<file path="src/rtl/tlb_miss_ctrl.sv">
// tlb_miss_ctrl: lookup/refill controller in front of the block-RAM CAM TLB.
// Optional: define TLB_FREE_FIRST_EN to prefer empty slots as refill victims.
module tlb_miss_ctrl #(
    parameter int VPN_WIDTH  = 16,
    parameter int PPN_WIDTH  = 16,
    parameter int ADDR_WIDTH = 5
) (
    input  logic                  clk,
    input  logic                  rst,
    input  logic                  req_valid,
    output logic                  req_ready,
    input  logic [VPN_WIDTH-1:0]  req_vpn,
    output logic                  resp_valid,
    output logic                  resp_hit,
    output logic [PPN_WIDTH-1:0]  resp_ppn,
    output logic                  miss_valid,
    output logic [VPN_WIDTH-1:0]  miss_vpn,
    input  logic                  refill_valid,
    input  logic [PPN_WIDTH-1:0]  refill_ppn,
    input  logic                  inval_valid,
    input  logic [ADDR_WIDTH-1:0] inval_addr,
    output logic [VPN_WIDTH-1:0]  cam_compare_data,
    input  logic                  cam_match,
    input  logic [ADDR_WIDTH-1:0] cam_match_addr,
    output logic [ADDR_WIDTH-1:0] cam_write_addr,
    output logic [VPN_WIDTH-1:0]  cam_write_data,
    output logic                  cam_write_enable,
    output logic                  cam_write_delete,
    input  logic                  cam_write_busy
);

    localparam int ENTRIES = 1 << ADDR_WIDTH;

    typedef enum logic [2:0] {
        S_INIT, S_IDLE, S_LOOKUP, S_MISS, S_WRITE, S_WAIT, S_INVAL
    } state_t;

    state_t state_q, state_d;

    logic [VPN_WIDTH-1:0]  vpn_q, vpn_d;
    logic [PPN_WIDTH-1:0]  refill_q, refill_d;
    logic [ADDR_WIDTH-1:0] victim_q, victim_d;
    logic                  victim_rr_q, victim_rr_d;
    logic [ADDR_WIDTH-1:0] ptr_q, ptr_d;
    logic [ADDR_WIDTH-1:0] inval_q, inval_d;
    logic                  is_inval_q, is_inval_d;
    logic [ENTRIES-1:0]    valid_q, valid_d;
    logic                  resp_valid_q, resp_valid_d;
    logic                  resp_hit_q, resp_hit_d;
    logic [PPN_WIDTH-1:0]  resp_ppn_q, resp_ppn_d;
    logic [PPN_WIDTH-1:0]  ppn_ram [ENTRIES];

    logic                  idle_free;
    logic                  hit;
    logic [ADDR_WIDTH-1:0] victim_pick;
    logic                  pick_rr;

    // Idle slot is also closed while a response is on the bus, so a
    // new request is taken the cycle after resp_valid.
    assign idle_free = (state_q == S_IDLE) && !cam_write_busy && !resp_valid_q;

    // A zeroed CAM entry can match; only slots we filled count as hits.
    assign hit = cam_match && valid_q[cam_match_addr];

`ifdef TLB_FREE_FIRST_EN
    // Victim: lowest empty slot, else the round-robin pointer.
    always_comb begin
        victim_pick = ptr_q;
        pick_rr     = 1'b1;
        for (int i = ENTRIES - 1; i >= 0; i--) begin
            if (!valid_q[i]) begin
                victim_pick = ADDR_WIDTH'(i);
                pick_rr     = 1'b0;
            end
        end
    end
`else
    assign victim_pick = ptr_q;
    assign pick_rr     = 1'b1;
`endif

    // State register and datapath registers.
    always_ff @(posedge clk) begin
        if (rst) begin
            state_q      <= S_INIT;
            vpn_q        <= '0;
            refill_q     <= '0;
            victim_q     <= '0;
            victim_rr_q  <= 1'b0;
            ptr_q        <= '0;
            inval_q      <= '0;
            is_inval_q   <= 1'b0;
            valid_q      <= '0;
            resp_valid_q <= 1'b0;
            resp_hit_q   <= 1'b0;
            resp_ppn_q   <= '0;
        end else begin
            state_q      <= state_d;
            vpn_q        <= vpn_d;
            refill_q     <= refill_d;
            victim_q     <= victim_d;
            victim_rr_q  <= victim_rr_d;
            ptr_q        <= ptr_d;
            inval_q      <= inval_d;
            is_inval_q   <= is_inval_d;
            valid_q      <= valid_d;
            resp_valid_q <= resp_valid_d;
            resp_hit_q   <= resp_hit_d;
            resp_ppn_q   <= resp_ppn_d;
        end
    end

    // Physical-page RAM, written alongside the CAM entry.
    always_ff @(posedge clk) begin
        if (state_q == S_WRITE) begin
            ppn_ram[victim_q] <= refill_q;
        end
    end

    // Next-state logic.
    always_comb begin
        state_d = state_q;
        unique case (state_q)
            S_INIT:   if (!cam_write_busy) state_d = S_IDLE;
            S_IDLE: begin
                if (idle_free) begin
                    if (inval_valid) begin
                        state_d = S_INVAL;
                    end else if (req_valid) begin
                        state_d = S_LOOKUP;
                    end
                end
            end
            S_LOOKUP: state_d = hit ? S_IDLE : S_MISS;
            S_MISS:   if (refill_valid) state_d = S_WRITE;
            S_WRITE:  state_d = S_WAIT;
            S_WAIT:   if (!cam_write_busy) state_d = S_IDLE;
            S_INVAL:  state_d = S_WAIT;
            default:  state_d = S_INIT;
        endcase
    end

    // Datapath next values: latches, slot bookkeeping, response.
    always_comb begin
        vpn_d        = vpn_q;
        refill_d     = refill_q;
        victim_d     = victim_q;
        victim_rr_d  = victim_rr_q;
        ptr_d        = ptr_q;
        inval_d      = inval_q;
        is_inval_d   = is_inval_q;
        valid_d      = valid_q;
        resp_valid_d = 1'b0;
        resp_hit_d   = 1'b0;
        resp_ppn_d   = resp_ppn_q;
        unique case (state_q)
            S_IDLE: begin
                if (idle_free) begin
                    if (inval_valid) begin
                        inval_d    = inval_addr;
                        is_inval_d = 1'b1;
                    end else if (req_valid) begin
                        vpn_d      = req_vpn;
                        is_inval_d = 1'b0;
                    end
                end
            end
            S_LOOKUP: begin
                if (hit) begin
                    resp_valid_d = 1'b1;
                    resp_hit_d   = 1'b1;
                    resp_ppn_d   = ppn_ram[cam_match_addr];
                end
            end
            S_MISS: begin
                if (refill_valid) begin
                    refill_d    = refill_ppn;
                    victim_d    = victim_pick;
                    victim_rr_d = pick_rr;
                end
            end
            S_WRITE: begin
                valid_d[victim_q] = 1'b1;
                if (victim_rr_q) begin
                    ptr_d = victim_q + ADDR_WIDTH'(1);
                end
            end
            S_WAIT: begin
                if (!cam_write_busy && !is_inval_q) begin
                    resp_valid_d = 1'b1;
                    resp_ppn_d   = refill_q;
                end
            end
            S_INVAL: valid_d[inval_q] = 1'b0;
            default: ;
        endcase
    end

    // Outputs decoded from state.
    always_comb begin
        req_ready        = idle_free;
        resp_valid       = resp_valid_q;
        resp_hit         = resp_hit_q;
        resp_ppn         = resp_ppn_q;
        miss_valid       = (state_q == S_MISS);
        miss_vpn         = vpn_q;
        cam_compare_data = (state_q == S_IDLE) ? req_vpn : vpn_q;
        cam_write_enable = (state_q == S_WRITE);
        cam_write_delete = (state_q == S_INVAL);
        cam_write_addr   = '0;
        cam_write_data   = '0;
        if (state_q == S_WRITE) begin
            cam_write_addr = victim_q;
            cam_write_data = vpn_q;
        end else if (state_q == S_INVAL) begin
            cam_write_addr = inval_q;
        end
    end

endmodule

</file>
<file path="config.mk">
export PLATFORM = sky130hd
export DESIGN_NAME = tlb_miss_ctrl
export DESIGN_NICKNAME = d
export VERILOG_FILES = /design/src/rtl/tlb_miss_ctrl.sv
export SDC_FILE = /design/constraint.sdc
export NUM_CORES = 1
export LEC_CHECK = 0
export BUFFER_PORTS_ARGS = -buffer_cell sky130_fd_sc_hd__buf_2
export CAP_MARGIN = 20
export CELL_PAD_IN_SITES_DETAIL_PLACEMENT = 1
export CELL_PAD_IN_SITES_GLOBAL_PLACEMENT = 1
export CORE_MARGIN = 2
export CORE_UTILIZATION = 45
export CTS_CLUSTER_DIAMETER = 50
export CTS_CLUSTER_SIZE = 10
export DETAILED_ROUTE_END_ITERATION = 10
export GPL_ROUTABILITY_DRIVEN = 0
export PLACE_DENSITY_LB_ADDON = 0.12
export SYNTH_ARGS = -nofsm -noshare
export SYNTH_HDL_FRONTEND = slang
export SYNTH_SLANG_ARGS = --single-unit
export TNS_END_PERCENT = 5
</file>
<file path="constraint.sdc">
create_clock -name clk -period 4.8 [get_ports clk]
set_input_delay 0.24 -clock clk [delete_from_list [all_inputs] [get_ports clk]]
set_output_delay 0.24 -clock clk [all_outputs]
set_load 0.1 [all_outputs]
</file>
### Yosys cells after proc, flatten, opt, wreduce, memory -nomap -nowiden

Memories as Yosys holds them, arrays and structs flattened.
Index checks and enable logic that the tools add are counted.

* register bits after elaboration: 102
* latch bits: 0
* RAM bits: 512
* ROM bits: 0
* input port bits: 49
* output and inout bits: 75
* logic and storage cells: 87
* memories: 1

* $add $sub $neg: 1
* multiply operators: 0
* div/mod/pow operators: 0
* magnitude comparators: 5
* equality and inequality tests: 12
* shift-type cells: 0
* muxes and demuxes: 28
* bitwise logic cells: 5
* reduce and logical (&&, ||, !) cells: 23

Memory list
* ppn_ram: words 32, width 16, rd ports 1, clocked after Yosys merged registers in 0, write ports 1, RTL line 51 `logic [PPN_WIDTH-1:0] ppn_ram [ENTRIES];`

Operators with widths (count)
* 16-bit 2-to-1 mux: 4
* 32-bit one-hot mux with 2 select lines: 1
* 32-bit AND: 1
* 32-bit NOT: 1
* 32-bit bitwise OR: 1
* 16-bit one-hot mux with 2 select lines: 1
* 5-bit by 6-bit < comparator with 1-bit output (second input constant): 3
* 3-bit 2-to-1 mux: 5
* 3-bit one-hot mux with 5 select lines: 1
* 1-bit demux with 5-bit select: 2
* 5-bit by 1-bit greater-or-equal comparator with 1-bit output (second input constant): 2
* 5-bit 2-to-1 mux: 2
* 3-bit equality test (second input constant): 3
* 1-bit 2-to-1 mux: 9
* 3-bit AND reduction: 3
* 2-bit inequality test (second input constant): 4
* 4-bit AND reduction: 2
* 3-bit by 2-bit equality test with 1-bit output (second input constant): 2
* 1-bit logical AND: 6
* 2-bit nonzero test: 3
* 2-bit OR reduction: 3
* 5-bit by 1-bit adder with 5-bit output (second input constant): 1
* 1-bit binary-select mux with 5-bit select: 1
* 2-bit AND reduction: 2
* 8 further kinds: 11

### Longest topological paths before layout

* word-level depth: 7
* mapped depth: 10
* gate-level depth less buffers: 6

### Least setup slack after synthesis

No wires, ideal clock.

* path kind: register -> output
* from: reg state_q[1]
* to: out cam_write_data[10]
* arrival: 2.927 ns
* required time: 4.560 ns
* setup slack: 1.633 ns
* stages on the path, launching flop included: 7
* cells stage by stage: dfxtp_1 > buf_4 > and2b_1 > nor2b_1 > clkbuf_1 > clkbuf_1 > and2_1

* longest elaborated chain between the ends: 2

RTL lines
* start: declaration: RTL line 38 `state_t state_q, state_d;`
* start signal: assignment: RTL line 98 `state_q <= state_d;`
* 3-bit equality test
* net cam_write_enable: RTL line 27 `output logic cam_write_enable,`
* 16-bit 2-to-1 mux: RTL line 212 `if (state_q == S_WRITE) begin`
* end: declaration: RTL line 26 `output logic [VPN_WIDTH-1:0] cam_write_data,`

The timed path passes the listed nets, and every way through them passes these cells.

### Worst setup path in the final report

* from: reg state_q[0]
* to: out req_ready

* longest elaborated chain between the ends: 3

RTL lines
* 3-bit by 1-bit equality test with 1-bit output: RTL line 60 `assign idle_free = (state_q == S_IDLE) && !cam_write_busy && !resp_valid_q;`
* 1-bit logical AND (2 in series): RTL line 60
* end: declaration: RTL line 11 `output logic req_ready,`

Every way passes these cells.

==> results.md <==
* Worst Skew at 21.5 ps
* Worst Path Required at 4560 ps
* Setup TNS at 0 ps
* Delay-heaviest family, CP: simple AND/OR/NAND/NOR gates
* Synth Flop Type: edfxtp_1
* Remaining Overflow, GRT at 0
* Crit path buf inv count at 1
* Worst slew pin tran at 1120 ps
* Final Max Tran Viols at 0
* Distinct cells, synth at 61
* Layout area overhead at 16.3%
* Vias in the first global route at 15100
* Largest cells by area after synthesis: edfxtp_1 62%, dfxtp_1 8.2%, mux4_2 8.2%, mux2i_1 3.8%, mux2_2 2.2%
* CTS clk-pin slew, worst paths at 50 ps
* Die Area at 57000 um2
* Core Box Area at 54800 um2
* WHS Endpoint: state_q[2]$_SDFFE_PP0P_
* Routed Antenna Nets at 0
* Root Buffer: clkbuf_16
* Layout cells sized above 1 at 0.256
* Largest net degree at the start of global routing at 90
* Slowest cell on the critical path: nor3b_4
* Fill cells at 5114
* Die W at 239 um
* DRT Pass-1 Iters at 5
* Top cell by count, worst path: nor3b_4
* Hold Path Cell Cnt at 4
* Crit path max fanout at 17
* Nets at 1721
* Hold Fails Final Rpt at 0
* Peak supply drop at 0.327 mV
* Nature of the critical path startpoint: register
* Post-layout instance area at 28800 um2
* Global-route wire length before repair at 100000 um
* Area leader, netlist: edfxtp_1
* Non-Filler Instances at 2428
* Initial core utilization at 0.453
* Critical path, cell by cell: nor3b_4 > nor3b_4 > buf_2
* CTS buffer count at 77
* CTS tree: yes
* Final core utilization at 0.526
* Total track usage at 0.242
* Final period util at 0.624
* Syn Area/Cell at 16.8 um2
* Placed cell count at 2253
* Drt first-iter violations at 1164
* Status: completed
* Synth Register Bits at 614
* Leak at 9.49 nW
* Final setup violation count at 0
* Post-synth EDFFs at 512
* Tmin final at 2990 ps
* Initial antenna violation count at 1
* Vias per cell at 5.88
* Clk_lat worst skew at 610 ps
* Total routed wirelength at 67900 um
* Sequential fraction of the synthesis area at 0.702
* Worst r2r src: state_q[2]$_SDFFE_PP0P_
* Cell area after synthesis at 24800 um2
* Synth Net Count at 1529
* Routed vias at 14300
* PwrDens at 443 nW/um2
* Ports at 124
* Top-area cell type share of the netlist area at 0.620
* Worst hold margin at 64.2 ps
* Reg2reg path depth at 6
* Row cnt at 86
* Crit path DAT at 2750 ps
* PortBufs at 123
* Htree depth at 3
* RSZ-0062 raised after global routing: no
* Clock tree buffer depth at 3
* Reg2reg setup slack at 1890 ps
* Max Fclk at 334 MHz
* Worst hold path type: input port to register
* Max cap viols at 0
* Placed inst area at 26000 um2
* Post-CTS Resized at 0
* Setup CP Type: register to output port
* CTS sink cnt at 614
* Worst setup EP type: output port
* Avg WL per Cell at 28.0 um
* Mapped Cells at 1476
* Ys async rst share at 0
* CP peak stage delay at 780 ps
* Slew margin rel. at 0.251
* Worst reg2reg endpoint: ppn_ram[15][12]$_DFFE_PP_
* Dpl hpwl at 39200 um
* Hold Path Origin: inval_valid
* Drt drc at 0
* Die Height at 239 um
* Yosys warning count at 0
## worst max-delay path by stage
| stage | start | end | slack [ps] | cells after the start |
|---|---|---|---|---|
| 3_3_place_gp | cam_match_addr[2] | resp_ppn[6]$_SDFFE_PP0P_ | 1570 | 7 |
| 5_1_grt | state_q[0]$_SDFFE_PP0P_ | req_ready | 1600 | 3 |
| 4_1_cts | state_q[0]$_SDFFE_PP0P_ | req_ready | 1740 | 3 |
| 3_5_place_dp | cam_match_addr[2] | resp_ppn[10]$_SDFFE_PP0P_ | 1500 | 7 |
| 6_report | state_q[0]$_SDFFE_PP0P_ | req_ready | 1810 | 3 |
| 2_1_floorplan | state_q[1]$_SDFFE_PP0P_ | cam_write_data[10] | 1630 | 6 |
## final cells by class
| type | instances | area (um2) | area share |
|---|---|---|---|
| sequential | 614 | 17400 | 0.604 |
| multi-input combinational | 751 | 6680 | 0.231 |
| clock buffer | 117 | 2170 | 0.0753 |
| timing repair buffer | 207 | 1430 | 0.0496 |
| tap | 704 | 881 | 0.0305 |
| clock inverter | 17 | 190 | 0.00660 |
| inverter | 17 | 66.3 | 0.00230 |
| antenna | 1 | 2.50 | 0.0000868 |
## layer usage
layer  wire (um)  GRT usage
met1       30100      0.344
met2       31900      0.385
met4        1570     0.0733
met3        4330     0.0416
met5           0          0
## synth_stat cells, drive strengths merged (22+ instances only)
cell type	count
mux2i	94
nand2	127
mux4	97
mux2	49
buf	55
dfxtp	102
o21ai	23
edfxtp	512
and2	27
a21oi	55
nor2	79
clkbuf	37
o221ai	22
o211ai	22
## power by group
part / internal (mW) / total [mW] / switching (mW) / leakage [nW]
combinational: 0.394 / 1.43 / 1.03 / 3.22
clock: 3.28 / 5.45 / 2.17 / 1.15
sequential: 5.82 / 5.89 / 0.0625 / 5.12
## cell usage in the layout, fill, tap and decap left out, drive strengths merged, types with 6 or more instances in the layout
master / instances
edfxtp: 512
buf: 169
nand2: 127
clkbuf: 117
dfxtp: 102
mux4: 97
mux2i: 94
nor2: 79
a21oi: 55
mux2: 49
dlygate4sd3: 38
and2: 27
o21ai: 23
o211ai: 22
inv: 22
o221ai: 22
o22ai: 21
nand2b: 17
a211oi: 11
a221oi: 11
a221o: 11
a31oi: 11
a22oi: 11
nand3: 10
clkinv: 8
nand3b: 6
## kinds of logic after synthesis
logic type / count (synthesis) / synth area share
buffers and inverters: 111 / 0.0300
DFF: 614 / 0.702
adders and majority gates: 4 / 0.00202
and+or+nand+nor: 292 / 0.0543
xor gates and xnor gates: 3 / 0.00106
muxes: 240 / 0.149
AOI/OAI and AO/OA: 212 / 0.0611
## sequential cells by signal, indices dropped and copies added, names as in the netlist
name	flops
valid_q	32
refill_q	16
resp_hit	1
victim_rr_q	1
victim_q	5
inval_q	5
state_q	3
ptr_q	5
ppn_ram	512
resp_ppn	16
miss_vpn	16
resp_valid	1
is_inval_q	1
## repair_timing
action                    in CTS  in global routing
hold buffers                  38                  0
setup buffers                  0                  0
hold endpoints to repair      38                  0
## worst reg2reg max path, stage by stage (launching register included)
cell and delay [ps]:
dfxtp_1 470, and2b_1 220, nor2b_2 150, buf_4 280
and2_1 440, nand2_1 150, inv_1 820
## per-stage QoR
stage	setup WS (ps)	power, mW
finish	1810	12.8
global route	1600	13.1
detailed placement	1500	7.40
CTS	1740	12.8
global placement	1570	7.36
floorplan	1630	7.08
Power figures use the tool's default switching activity.
